**config.mk**
```make
export PLATFORM = sky130hd
export DESIGN_NAME = dvp_tx
export DESIGN_NICKNAME = d
export VERILOG_FILES = /design/src/rtl/dvp_tx.sv
export SDC_FILE = /design/constraint.sdc
export NUM_CORES = 1
export LEC_CHECK = 0
export CAP_MARGIN = 20
export CORE_MARGIN = 2
export CORE_UTILIZATION = 60
export DETAILED_ROUTE_END_ITERATION = 16
export PLACE_DENSITY = 0.92
export SLEW_MARGIN = 20
export SYNTH_ARGS = -nofsm -noshare
export SYNTH_HDL_FRONTEND = slang
export SYNTH_SLANG_ARGS = --single-unit
```
**constraint.sdc**
```tcl
create_clock -name Clk -period 10.95 [get_ports Clk]
set_clock_uncertainty 0.15 [all_clocks]
set_input_delay 2.7375 -clock Clk [delete_from_list [all_inputs] [get_ports Clk]]
set_output_delay 2.7375 -clock Clk [all_outputs]
set_load 0.02 [all_outputs]
```
**src/rtl/dvp_tx.sv**
```systemverilog
// DVP camera-side transmitter: OV5640-style vsync/href framing of RGB565 pixels, high byte first,
// sourced from a valid/ready stream or a built-in 8-colour-bar generator.
module dvp_tx #(
   parameter int unsigned H_ACTIVE    = 800,
   parameter int unsigned V_ACTIVE    = 480,
   parameter int unsigned H_BLANK     = 160,
   parameter int unsigned VSYNC_LINES = 4,
   parameter int unsigned VBP_LINES   = 16,
   parameter int unsigned VFP_LINES   = 8
) (
   input  logic        Clk,
   input  logic        Rst_n,
   input  logic        enable,
   input  logic        pattern_en,
   input  logic        pix_valid,
   output logic        pix_ready,
   input  logic [15:0] pix_data,
   output logic        dvp_vsync,
   output logic        dvp_href,
   output logic [7:0]  dvp_data,
   output logic        frame_start,
   output logic        frame_done,
   output logic        underflow,
   output logic        busy
);

   localparam int unsigned LP      = 2 * H_ACTIVE + H_BLANK;
   localparam int unsigned VS_LEN  = VSYNC_LINES * LP;
   localparam int unsigned VBP_LEN = VBP_LINES * LP;
   localparam int unsigned VFP_LEN = VFP_LINES * LP;
   localparam int unsigned M1      = (VS_LEN > VBP_LEN) ? VS_LEN : VBP_LEN;
   localparam int unsigned M2      = (M1 > VFP_LEN) ? M1 : VFP_LEN;
   localparam int unsigned CNT_MAX = (M2 > LP) ? M2 : LP;
   localparam int unsigned CNT_W   = $clog2(CNT_MAX);
   localparam int unsigned LINE_W  = (V_ACTIVE > 1) ? $clog2(V_ACTIVE) : 1;
   localparam int unsigned BAR_W   = H_ACTIVE / 8;

   localparam logic [CNT_W-1:0]  VS_LAST   = CNT_W'(VS_LEN - 1);
   localparam logic [CNT_W-1:0]  VBP_LAST  = CNT_W'(VBP_LEN - 1);
   localparam logic [CNT_W-1:0]  VFP_LAST  = CNT_W'(VFP_LEN - 1);
   localparam logic [CNT_W-1:0]  ACT_LAST  = CNT_W'(2 * H_ACTIVE - 1);
   localparam logic [CNT_W-1:0]  HB_LAST   = CNT_W'(H_BLANK - 1);
   localparam logic [LINE_W-1:0] LINE_LAST = LINE_W'(V_ACTIVE - 1);

   typedef enum logic [2:0] {StIdle, StVsync, StVbp, StActive, StHblank, StVfp} state_t;

   state_t            r_state, w_state_d;
   logic [CNT_W-1:0]  r_cnt, w_cnt_d;
   logic [LINE_W-1:0] r_line, w_line_d;
   logic              r_pat, w_pat_d;
   logic [7:0]        r_lo;
   logic              w_ready_d;
   logic [CNT_W-1:0]  w_px;
   logic [2:0]        w_bar;
   logic [15:0]       w_color;

   always_comb begin
      w_state_d = r_state;
      w_cnt_d   = r_cnt + 1'b1;
      w_line_d  = r_line;
      w_pat_d   = r_pat;
      case (r_state)
         StIdle: begin
            w_cnt_d = '0;
            if (enable) begin
               w_state_d = StVsync;
               w_pat_d   = pattern_en;
            end
         end
         StVsync: begin
            if (r_cnt == VS_LAST) begin
               w_state_d = StVbp;
               w_cnt_d   = '0;
            end
         end
         StVbp: begin
            if (r_cnt == VBP_LAST) begin
               w_state_d = StActive;
               w_cnt_d   = '0;
               w_line_d  = '0;
            end
         end
         StActive: begin
            if (r_cnt == ACT_LAST) begin
               w_state_d = StHblank;
               w_cnt_d   = '0;
            end
         end
         StHblank: begin
            if (r_cnt == HB_LAST) begin
               w_cnt_d = '0;
               if (r_line == LINE_LAST) begin
                  w_state_d = StVfp;
               end else begin
                  w_state_d = StActive;
                  w_line_d  = r_line + 1'b1;
               end
            end
         end
         StVfp: begin
            if (r_cnt == VFP_LAST) begin
               w_cnt_d = '0;
               if (enable) begin
                  w_state_d = StVsync;
                  w_pat_d   = pattern_en;
               end else begin
                  w_state_d = StIdle;
               end
            end
         end
         default: begin
            w_state_d = StIdle;
            w_cnt_d   = '0;
         end
      endcase
   end

   // Request a pixel one cycle ahead of every high-byte slot of the upcoming active line.
   always_comb begin
      w_ready_d = !w_pat_d &&
                  (((w_state_d == StVbp) && (w_cnt_d == VBP_LAST)) ||
                   ((w_state_d == StHblank) && (w_cnt_d == HB_LAST) && (w_line_d != LINE_LAST)) ||
                   ((w_state_d == StActive) && w_cnt_d[0] && (w_cnt_d != ACT_LAST)));
   end

   always_comb begin
      w_px  = w_cnt_d >> 1;
      w_bar = 3'(32'(w_px) / BAR_W);
      case (w_bar)
         3'd0:    w_color = 16'hFFFF;
         3'd1:    w_color = 16'hFFE0;
         3'd2:    w_color = 16'h07FF;
         3'd3:    w_color = 16'h07E0;
         3'd4:    w_color = 16'hF81F;
         3'd5:    w_color = 16'hF800;
         3'd6:    w_color = 16'h001F;
         default: w_color = 16'h0000;
      endcase
   end

   always_ff @(posedge Clk or negedge Rst_n) begin
      if (!Rst_n) begin
         r_state     <= StIdle;
         r_cnt       <= '0;
         r_line      <= '0;
         r_pat       <= 1'b0;
         r_lo        <= '0;
         pix_ready   <= 1'b0;
         dvp_vsync   <= 1'b0;
         dvp_href    <= 1'b0;
         dvp_data    <= '0;
         frame_start <= 1'b0;
         frame_done  <= 1'b0;
         underflow   <= 1'b0;
         busy        <= 1'b0;
      end else begin
         r_state     <= w_state_d;
         r_cnt       <= w_cnt_d;
         r_line      <= w_line_d;
         r_pat       <= w_pat_d;
         pix_ready   <= w_ready_d;
         dvp_vsync   <= (w_state_d == StVsync);
         dvp_href    <= (w_state_d == StActive);
         frame_start <= (w_state_d == StVsync) && (w_cnt_d == '0);
         frame_done  <= (w_state_d == StVfp) && (w_cnt_d == VFP_LAST);
         busy        <= (w_state_d != StIdle);
         // A missing pixel is replaced by black without stalling the line.
         if (pix_ready) begin
            r_lo <= pix_valid ? pix_data[7:0] : 8'h00;
            if (!pix_valid) underflow <= 1'b1;
         end
         dvp_data <= '0;
         if (w_state_d == StActive) begin
            if (w_pat_d) begin
               dvp_data <= w_cnt_d[0] ? w_color[7:0] : w_color[15:8];
            end else if (!w_cnt_d[0]) begin
               dvp_data <= (pix_ready && pix_valid) ? pix_data[15:8] : 8'h00;
            end else begin
               dvp_data <= r_lo;
            end
         end
      end
   end

endmodule

```
After elaboration in Yosys (flattened, before gate mapping)
Index checks and enable logic that the tools add are counted.
- register bits: 51
- latch bits: 0
- memory bits (writable): 0
- bits in read-only memories: 0
- logic and storage cells: 90
- memories: 0
- add/sub/neg operators: 2
- multiply operators: 0
- divide/modulo/power cells: 1
- $lt $le $gt $ge: 0
- equal/unequal tests: 27
- shift-type cells: 0
- multiplexer cells: 29
- bitwise logic cells: 1
- reduce and logical (&&, ||, !) cells: 17
- operators with widths (operator ; count):
    $pmux W16 S7 ; 1
    $mux W15 ; 5
    $pmux W15 S5 ; 1
    $mux W8 ; 6
    $div A14 B7 Y32 const B ; 1
    $eq A15 B14 Y1 const B ; 2
    $eq A15 B15 Y1 const B ; 2
    $eq A15 B8 Y1 const B ; 2
    $mux W9 ; 3
    $eq A3 B3 Y1 const B ; 7
    $mux W3 ; 7
    $eq A3 B2 Y1 const B ; 6
    $pmux W3 S6 ; 1
    $pmux W9 S2 ; 1
    $add A15 B1 Y15 const B ; 1
    $eq A15 B11 Y1 const B ; 1
    $eq A15 B13 Y1 const B ; 1
    $logic_not A15 Y1 ; 1
    $ne A15 B11 Y1 const B ; 1
    $add A9 B1 Y9 const B ; 1
    $eq A3 B1 Y1 const B ; 3
    $eq A9 B9 Y1 const B ; 1
    $logic_and A1 B1 Y1 ; 9
    $ne A9 B9 Y1 const B ; 1
    8 further kinds ; 12

Depth between registers and ports, before layout
Gate-level depths: netlist of the first run.
- depth after elaboration: 10
- mapped depth: 28
- gate-level depth less buffers: 24

Least setup slack after synthesis of the first run
Ideal clock, no wire load.
- path kind: register to register
- start: reg r_cnt[6]
- end: reg dvp_data[0]
- data arrival time: 7.070 ns
- data required time: 10.661 ns
- path slack: 3.590 ns
- cell stages (with the launch flop): 28
- path through: dfrtp_1 > buf_2 > or4_4 > or4_4 > a2bb2oi_2 > and3_1 > buf_4 > clkbuf_1 > nor2_1 > ha_1 > a211oi_2 > o211ai_2 > mux2_2 > a21o_1 > a311oi_4 > mux2_4 > and2_1 > buf_2 > a211oi_2 > o21ai_0 > o21ai_1 > a21boi_1 > a211o_1 > maj3_2 > o31ai_4 > nand3_2 > a2111oi_2 > nor3_1
- word-level cells in the longest chain between the ends: 9
- elaborated cells between the ends (all ways): 34
- classes of those cells: add/sub (1); div (1); eq/ne (12); mux (19); reduce/logical (1)
- ends and longest elaborated chain (item ; RTL line ; text):
    start: declaration ; 48 ; logic [CNT_W-1:0] r_cnt, w_cnt_d;
    start signal: assignment ; 158 ; r_cnt <= w_cnt_d;
    $add A15 B1 Y15, or another cell as far along ; 59 ; w_cnt_d = r_cnt + 1'b1;
    $mux W15 (on tied branches) ; - ;
    $pmux W15 S5 * ; 62 ; case (r_state)
    via w_cnt_d[14] ; 48 ;
    $div A14 B7 Y32 * ; 128 ; w_bar = 3'(32'(w_px) / BAR_W);
    $eq A3 B3 Y1, or another cell as far along ; 129 ; case (w_bar)
    $pmux W16 S7 * ; 129 ;
    $mux W8 * ; 175 ; dvp_data <= w_cnt_d[0] ? w_color[7:0] : w_color[15:8];
    $mux W8 * ; 174 ; if (w_pat_d) begin
    $mux W8 * ; 173 ; if (w_state_d == StActive) begin
    end signal: assignment ; 175 ;
    end signal: assignment ; 177 ; dvp_data <= (pix_ready && pix_valid) ? pix_data[15:8] : 8'h00;
    end signal: assignment ; 179 ; dvp_data <= r_lo;
    end: declaration ; 20 ; output logic [7:0] dvp_data,
The timed path passes the listed nets; every way through them passes the cells marked *.
A chain may end at the register's enable or synchronous reset.

Worst setup path after layout of the first run
- start: reg r_cnt[0]
- end: reg dvp_data[0]
The elaborated chain is that of the path after synthesis.

==> run metrics, run 1 <==
GP Congestion=0.989; total grt overflow=0; GRT Total Usage=between 30% and 40%; Clock Tree Buf Depth=2; Simple-Gate Fraction of Synth Area=between 30 and 40%; first-pass GRT wire length=23.1 mm; Setup CP Type=flop to flop; post-synth cell types=a little under 90; worst-margin pin slew=1110 ps; layout cells sized above 1=a little under a tenth; Max H-tree Level=2; clock-pin slew on the worst setup and hold paths=90 ps; Cells after Synth=between 600 and 700; Synth Flop Type=dfrtp_1; die footprint=8950 um^2; setup bufs post-CTS=0; RSZ-0062 raised after global routing=no; worst slew margin relative to its limit=25.7%; FF+latch count, synth=slightly above 50; LEAKAGE=0.00208 uW; Root Buffer=clkbuf_8; count of final setup violators=0; initial DRC count=465; CTS tree=yes; Max VDD drop=0.0497 mV; Syn Std Cell Area=around 4900 um^2; placed insts=745; Nets=671; DRC errors left=0; vias per cell=6.87; yosys warns=0; Layout area overhead=8.56%; Max-Cap Viols=0; syn avg cell area=7.71 um^2; Synth Area in Compound Gates=28.9%; clk sink count=51; Post-synth EDFFs=0; Rows=33; Total Power=316 uW; IO Port Bufs=35; Syn Nets=663; Crit. End Element=flop; Yosys top cell by area=dfrtp_1; status=complete, no violations; Fin. Hold Viols=0; via count=approximately 5200; critical path's largest stage delay=670 ps; post-synthesis adder-cell area fraction=1.45%; critical path launch point type=flop; DRT Pass-1 Iters=6; Gates resized, CTS repair=0; Critical-path top delay cell=and3_1; WL per Instance=around 19 um; Hold-fix buffers, CTS=0; highest clock rate=112 MHz; fin crit share=between 80% and 90%; crit-path cells=ha_1, nand4_4, nor4_1, o22a_1, and3_1, nor2_1, ha_1, a211oi_2, o211ai_2, mux2_2, a21o_1, a311oi_4, mux2_1, o211a_1, or3_1, nand4_1, nand2_1, o32ai_2, a211o_1, a211oi_2, or4_1, mux2i_1, o21ai_0, nor3_1; Pwr Density=59.1 nW/um^2; share of the synthesized area in the top cell type=25.9%; Ant. Diodes=0; Initial Util=60.9%; main combinational cell family by area after synthesis=simple AND/OR/NAND/NOR gates; Final Routed Wirelength=14.0 mm; flop2flop setup slack=1980 ps; initial antenna violation count=0; Horiz. Die Dim=around 95 um; I/O pin cnt=36; number of routed nets with antenna violations=0; footprint of the multi-input gates=3410 um^2; pin count of the biggest net entering global routing=52; CP arrival=9040 ps; mux cell area share after synthesis=3.07%; Worst Path Required=11020 ps; hpwl dp=10.6 mm; crit path max fanout=19; Final Non-Filler Cells=approximately 750; post-route minimum period=8970 ps; sequential share of the synthesized area=roughly 26%; Slew Limit Fails=0; clock latency on the worst-skew pair=320 ps; die height=94.6 um; Fillers=667; xor and xnor area share after synthesis=3.71%; setup total negative slack=0 ps; vias in the first global route=4822; Reg area=1280 um^2; CTS Buf Count=5; Async SR Flop Fraction=100%; min-delay worst type=flop to flop; core area=8090 um^2; Area contributors post-synth=dfrtp_1 (26%), nand2_1 (5.6%), a21oi_1 (4.5%), nor2_1 (4.3%), o21ai_0 (3.5%)
==> per-layer routing <==
metal  part of all wire (%)  GRT usage (%)  vias to the layer above
met3                    6.6           3.59                       47
met5                      0              0                        -
met1                     42           43.0                     2436
met2                     49           53.2                      266
met4                    2.7           11.2                        0
li1                       -              -                     2427
==> path summary, 6_finish.rpt <==
path,endpoint,start,cells after the start
worst max-delay path,dvp_data[0]$_DFF_PN0_,r_cnt[0]$_DFF_PN0_,24
worst min-delay path,underflow$_DFFE_PN0P_,underflow$_DFFE_PN0P_,1
worst max register to register,dvp_data[0]$_DFF_PN0_,r_cnt[0]$_DFF_PN0_,24
worst min register to register,underflow$_DFFE_PN0P_,underflow$_DFFE_PN0P_,1
max in group asynchronous,r_cnt[5]$_DFF_PN0_,Rst_n,1
min in group asynchronous,r_pat$_DFF_PN0_,Rst_n,1
==> cell type report <==
class                      instances  area share [%]
timing repair buffer              36            6.64
tap                              105            2.46
multi-input combinational        533            63.8
clock inverter                     3           0.515
inverter                          20            1.40
sequential                        51            23.9
clock buffer                       5            1.29
==> sequential cells by signal (all words and copies together) (netlist names) <==
register,count
busy,1
dvp_data,8
dvp_href,1
dvp_vsync,1
frame_done,1
frame_start,1
pix_ready,1
r_cnt,15
r_line,9
r_lo,8
r_pat,1
r_state,3
underflow,1
==> power by group <==
group | switching (uW) | total (uW) | leakage [uW] | internal (uW)
Sequential | 0 | 188 | 0.000641 | 188
Clock | 69.5 | 117 | 0.0000467 | 47.5
Combinational | 4.69 | 10.9 | 0.00139 | 6.21
==> kinds of logic after synthesis <==
| family | Yosys count |
|---|---|
| compound gates | 196 |
| xor+xnor | 20 |
| fa+ha+maj | 6 |
| buf+inv | 55 |
| flops | 51 |
| mux | 14 |
| simple gates | 297 |
==> Yosys cell counts, types with 6 or more instances <==
master    instances
nand2b_1         14
nor3b_1           6
and2_1           10
or3_1            10
or4_1             7
a31oi_1           8
xnor2_1          11
o211ai_1          7
and3_1           10
nor3_1           19
mux2i_1           8
nand4_1          12
a21oi_1          44
a211oi_1          8
buf_2            14
nor2_1           57
dfrtp_1          51
a211oi_2          6
nor4_1           11
a21o_1            6
clkbuf_1         17
xor2_1            8
inv_1            17
nand3_1          31
o22ai_1           6
o31ai_1           9
o21ai_0          34
nand2_1          74
==> metrics by stage <==
stage | util [%] | cell area [um^2] | hold slack [ps] | setup WS (ps)
after global routing | 66.1 | 5350 | 363 | 1360
after CTS | 66.0 | 5340 | 334 | 2130
after global placement | 64.8 | 5250 | 288 | 2560
final | 66.1 | 5350 | 326 | 1980
after floorplan | - | 4930 | 321 | 3590
after detailed placement | 64.8 | 5250 | 312 | 2290
==> worst max-delay path, delay by kind of cell, from the launching register on <==
family                   cells  cell delay (ps)
AND/OR/NAND/NOR              9             3170
AO/OA/AOI/OAI               10             3080
multiplexers                 3             1130
adder cells (fa/ha/maj)      2              750
flip-flops                   1              590
==> layout by cell type (no fill, tap or decap), types with 12 or more instances in the layout <==
cell type	synthesis	routed
nand4_1	12	12
nor3_1	19	19
nand3_1	31	31
nand2_1	74	74
dfrtp_1	51	51
inv_1	17	17
clkdlybuf4s50_1	0	34
a21oi_1	44	44
o21ai_0	34	34
nor2_1	57	56
nand2b_1	14	14
(Power assumes the default switching activity.)
==> run 2: changes to the inputs <==
--- a/config.mk
+++ b/config.mk
@@ -7,9 +7,9 @@
 export LEC_CHECK = 0
 export CAP_MARGIN = 20
 export CORE_MARGIN = 2
-export CORE_UTILIZATION = 60
+export CORE_UTILIZATION = 55
 export DETAILED_ROUTE_END_ITERATION = 16
-export PLACE_DENSITY = 0.92
+export PLACE_DENSITY = 0.9
 export SLEW_MARGIN = 20
 export SYNTH_ARGS = -nofsm -noshare
 export SYNTH_HDL_FRONTEND = slang
==> constraint.sdc (replaced) <==
create_clock -name Clk -period 8.15 [get_ports Clk]
set_clock_uncertainty 0.15 [all_clocks]
set_input_delay 2.0375 -clock Clk [delete_from_list [all_inputs] [get_ports Clk]]
set_output_delay 2.0375 -clock Clk [all_outputs]
set_load 0.02 [all_outputs]
==> run 2 against run 1 <==
  * Critical path depth shrank 1
  * Final cell count grew 1.3%
  * Die area up 8.7%
  * Clock power rose by 32%
  * Sequential share of layout area decreased by 0.32 points
  * Total power grew 33%
  * Design area increased by 1.5%
  * First-iteration DRC count increased by 1.5%
  * Largest power group unchanged
==> run metrics, run 2 (synthesis results as in run 1) <==
die height=98.6 um (+4.3%); worst-margin pin slew=746 ps (-362 ps); CP endpoint=dvp_data[1]$_DFF_PN0_; fin crit share=94.5% (+13 points); Pwr Density=77.6 nW/um^2 (+31%); Max VDD drop=0.114 mV (+130%); DRC errors left=0 (unchanged); met1 Use GR=38.2% (-4.8 points); Clock Tree Buf Depth=2 (unchanged); I/O pin cnt=36 (unchanged); count of final setup violators=0 (unchanged); Final Routed Wirelength=14.0 mm (about the same); status=complete, no violations; Layout area overhead=10.2%; GRT met2 Usage=47.1% (-6.1 points); final core occ=62.2% (-3.9 points); core area=8720 um^2 (+7.8%); Fin. Hold Viols=0 (unchanged); Switching Fraction=23.2% (-0.28 points); GP Congestion=0.958 (-3.1%); worst r2r dst=dvp_data[1]$_DFF_PN0_; Crit. End Element=flop; hold_ws=319 ps (-7.27 ps); worst r2r src=r_cnt[0]$_DFF_PN0_; reg2reg path depth=23 (-4.2%); IO Port Bufs=35 (unchanged); initial DRC count=472 (+1.5%); placed insts=755 (+1.3%); clock-pin slew on the worst setup and hold paths=100 ps (about the same); clock latency on the worst-skew pair=310 ps (about the same); WL per Instance=18.4 um (-1.2%); CTS Buf Count=5 (unchanged); RSZ-0062 raised after global routing=no; min-delay worst type=flop to flop; Root Buffer=clkbuf_8; commonest cells after routing, fill and taps aside=nand2_1 (74), nor2_1 (56), dfrtp_1 (50); Horiz. Die Dim=98.6 um (+4.3%); number of routed nets with antenna violations=0 (unchanged); Hold-fix buffers, CTS=0 (unchanged); flop2flop setup slack=450 ps (-1530 ps); Total Power=421 uW (+33%); CTS tree=yes; critical path launch point type=flop; via count=5241 (+1.3%); Max H-tree Level=2 (unchanged); worst slew margin relative to its limit=48.9% (+23 points); highest clock rate=130 MHz (+16%); crit path launch=r_cnt[0]$_DFF_PN0_; Seq pwr share=60.0% (+0.5 points); Fillers=714 (+7.0%); die footprint=9730 um^2 (+8.7%); Pint=324 uW (+34%); GR peak layer=met2; Nets=678 (+1.0%); crit path max fanout=13 (-6); top flop regs=r_cnt: 15 flops, r_line: 9 flops; LEAKAGE=0.00211 uW (+1.6%); Slew Limit Fails=0 (unchanged); Sw Pwr=97.7 uW (+32%); first-pass GRT wire length=22.8 mm (-0.96%); vias in the first global route=4848 (+0.54%); Setup CP Type=flop to flop; initial antenna violation count=0 (unchanged); post-route minimum period=7700 ps (-1270 ps); M3 GR Usage=2.62% (-0.97 points); GRT Total Usage=28.0% (-3.9 points); Max-Cap Viols=0 (unchanged); vias per cell=6.87 (about the same); Final Non-Filler Cells=763 (+1.3%); most common cell after layout, fill and taps aside=nand2_1; CP arrival=7770 ps (-1270 ps); Logic pwr share=3.4% (about the same); hpwl dp=10.4 mm (-1.3%); clk sink count=51 (unchanged); clock group share of total power=36.5% (-0.5 points); total grt overflow=0 (unchanged); pin count of the biggest net entering global routing=52 (unchanged); max FFs per register=15 (unchanged); setup total negative slack=0 ps (unchanged); Initial Util=56.5% (-4.4 points); DRT Pass-1 Iters=7 (+1); Rows=34 (+3.0%); layout cells sized above 1=10.7% (+1.3 points); Top reg by flops=r_cnt; Worst Path Required=8220 ps (-2800 ps); Ant. Diodes=0 (unchanged)
[run 2: cell types whose count changed in the layout (fill, tap and decap cells not counted), sizes merged]
cell      previous run  this run
clkinvlp             1         0
clkinv               0         1
buf                  2         9
[run 2: power groups by stage]
stage	Combinational [uW]	Sequential, uW	Clock (uW)
after global routing	16.3	253	165
final	14.5	253	154
after floorplan	0.200	258	0
after detailed placement	14.7	258	0
after CTS	14.8	253	157
after global placement	14.4	258	0
[run 2: layout make-up]
class | count | area (um^2) | share of cell area, %
clock buffer | 5 | 68.8 | 1.27
clock inverter | 3 | 22.5 | 0.415
inverter | 20 | 75.1 | 1.38
multi-input combinational | 533 | 3440 | 63.4
sequential | 51 | 1280 | 23.5
tap | 108 | 135 | 2.49
timing repair buffer | 43 | 408 | 7.52
[run 2: how the worst min path moves through the flow]
stage / from / endpoint / cells after the start
2_1_floorplan: r_line[7]$_DFF_PN0_ / r_line[7]$_DFF_PN0_ / 1
3_3_place_gp: underflow$_DFFE_PN0P_ / underflow$_DFFE_PN0P_ / 1
3_5_place_dp: underflow$_DFFE_PN0P_ / underflow$_DFFE_PN0P_ / 1
4_1_cts: underflow$_DFFE_PN0P_ / underflow$_DFFE_PN0P_ / 1
5_1_grt: underflow$_DFFE_PN0P_ / underflow$_DFFE_PN0P_ / 1
6_report: underflow$_DFFE_PN0P_ / underflow$_DFFE_PN0P_ / 1
[run 2: worst max-delay path, stage by stage, from the launching register on]
cell and delay, ps:
dfrtp_2 490, ha_1 360, nand4_4 220, or4_4 630, a2bb2oi_2 170, and3_1 240
nor2_1 130, ha_1 330, a211oi_2 300, o211ai_4 190, mux2_2 340, a21o_1 210
a311oi_4 370, mux2i_1 380, a22o_1 310, nor2_2 100, a2111oi_0 580, o32ai_2 200
a211o_2 450, maj3_2 360, o31ai_4 310, mux2i_1 360, o21ai_0 210, nor3_1 220
[run 2: per-layer routing]
metal	share of wire [%]	up-vias
met5	0	-
met4	2.7	0
met3	7.9	47
met2	48	302
met1	41	2459
li1	-	2433
[run 2: metrics by stage]
stage	cell area (um^2)	worst slack, ps
finish	5430	449
global route	5430	97.3
CTS	5390	381
detailed placement	5300	402
global placement	5300	644
floorplan	4930	790
[run 2: repair_timing]
| item | CTS | global route |
|---|---|---|
| gates resized for setup | 0 | 5 |
| setup endpoints to repair | 0 | 8 |
| buffers inserted | 0 | 0 |
==> run 3: changes to the inputs <==
--- a/config.mk
+++ b/config.mk
@@ -8,6 +8,7 @@
 export CAP_MARGIN = 20
 export CORE_MARGIN = 2
 export CORE_UTILIZATION = 55
+export CTS_CLUSTER_SIZE = 16
 export DETAILED_ROUTE_END_ITERATION = 16
 export PLACE_DENSITY = 0.9
 export SLEW_MARGIN = 20
==> results of run 3 <==
Final layout, timing and power as in run 2 (identical DEF).
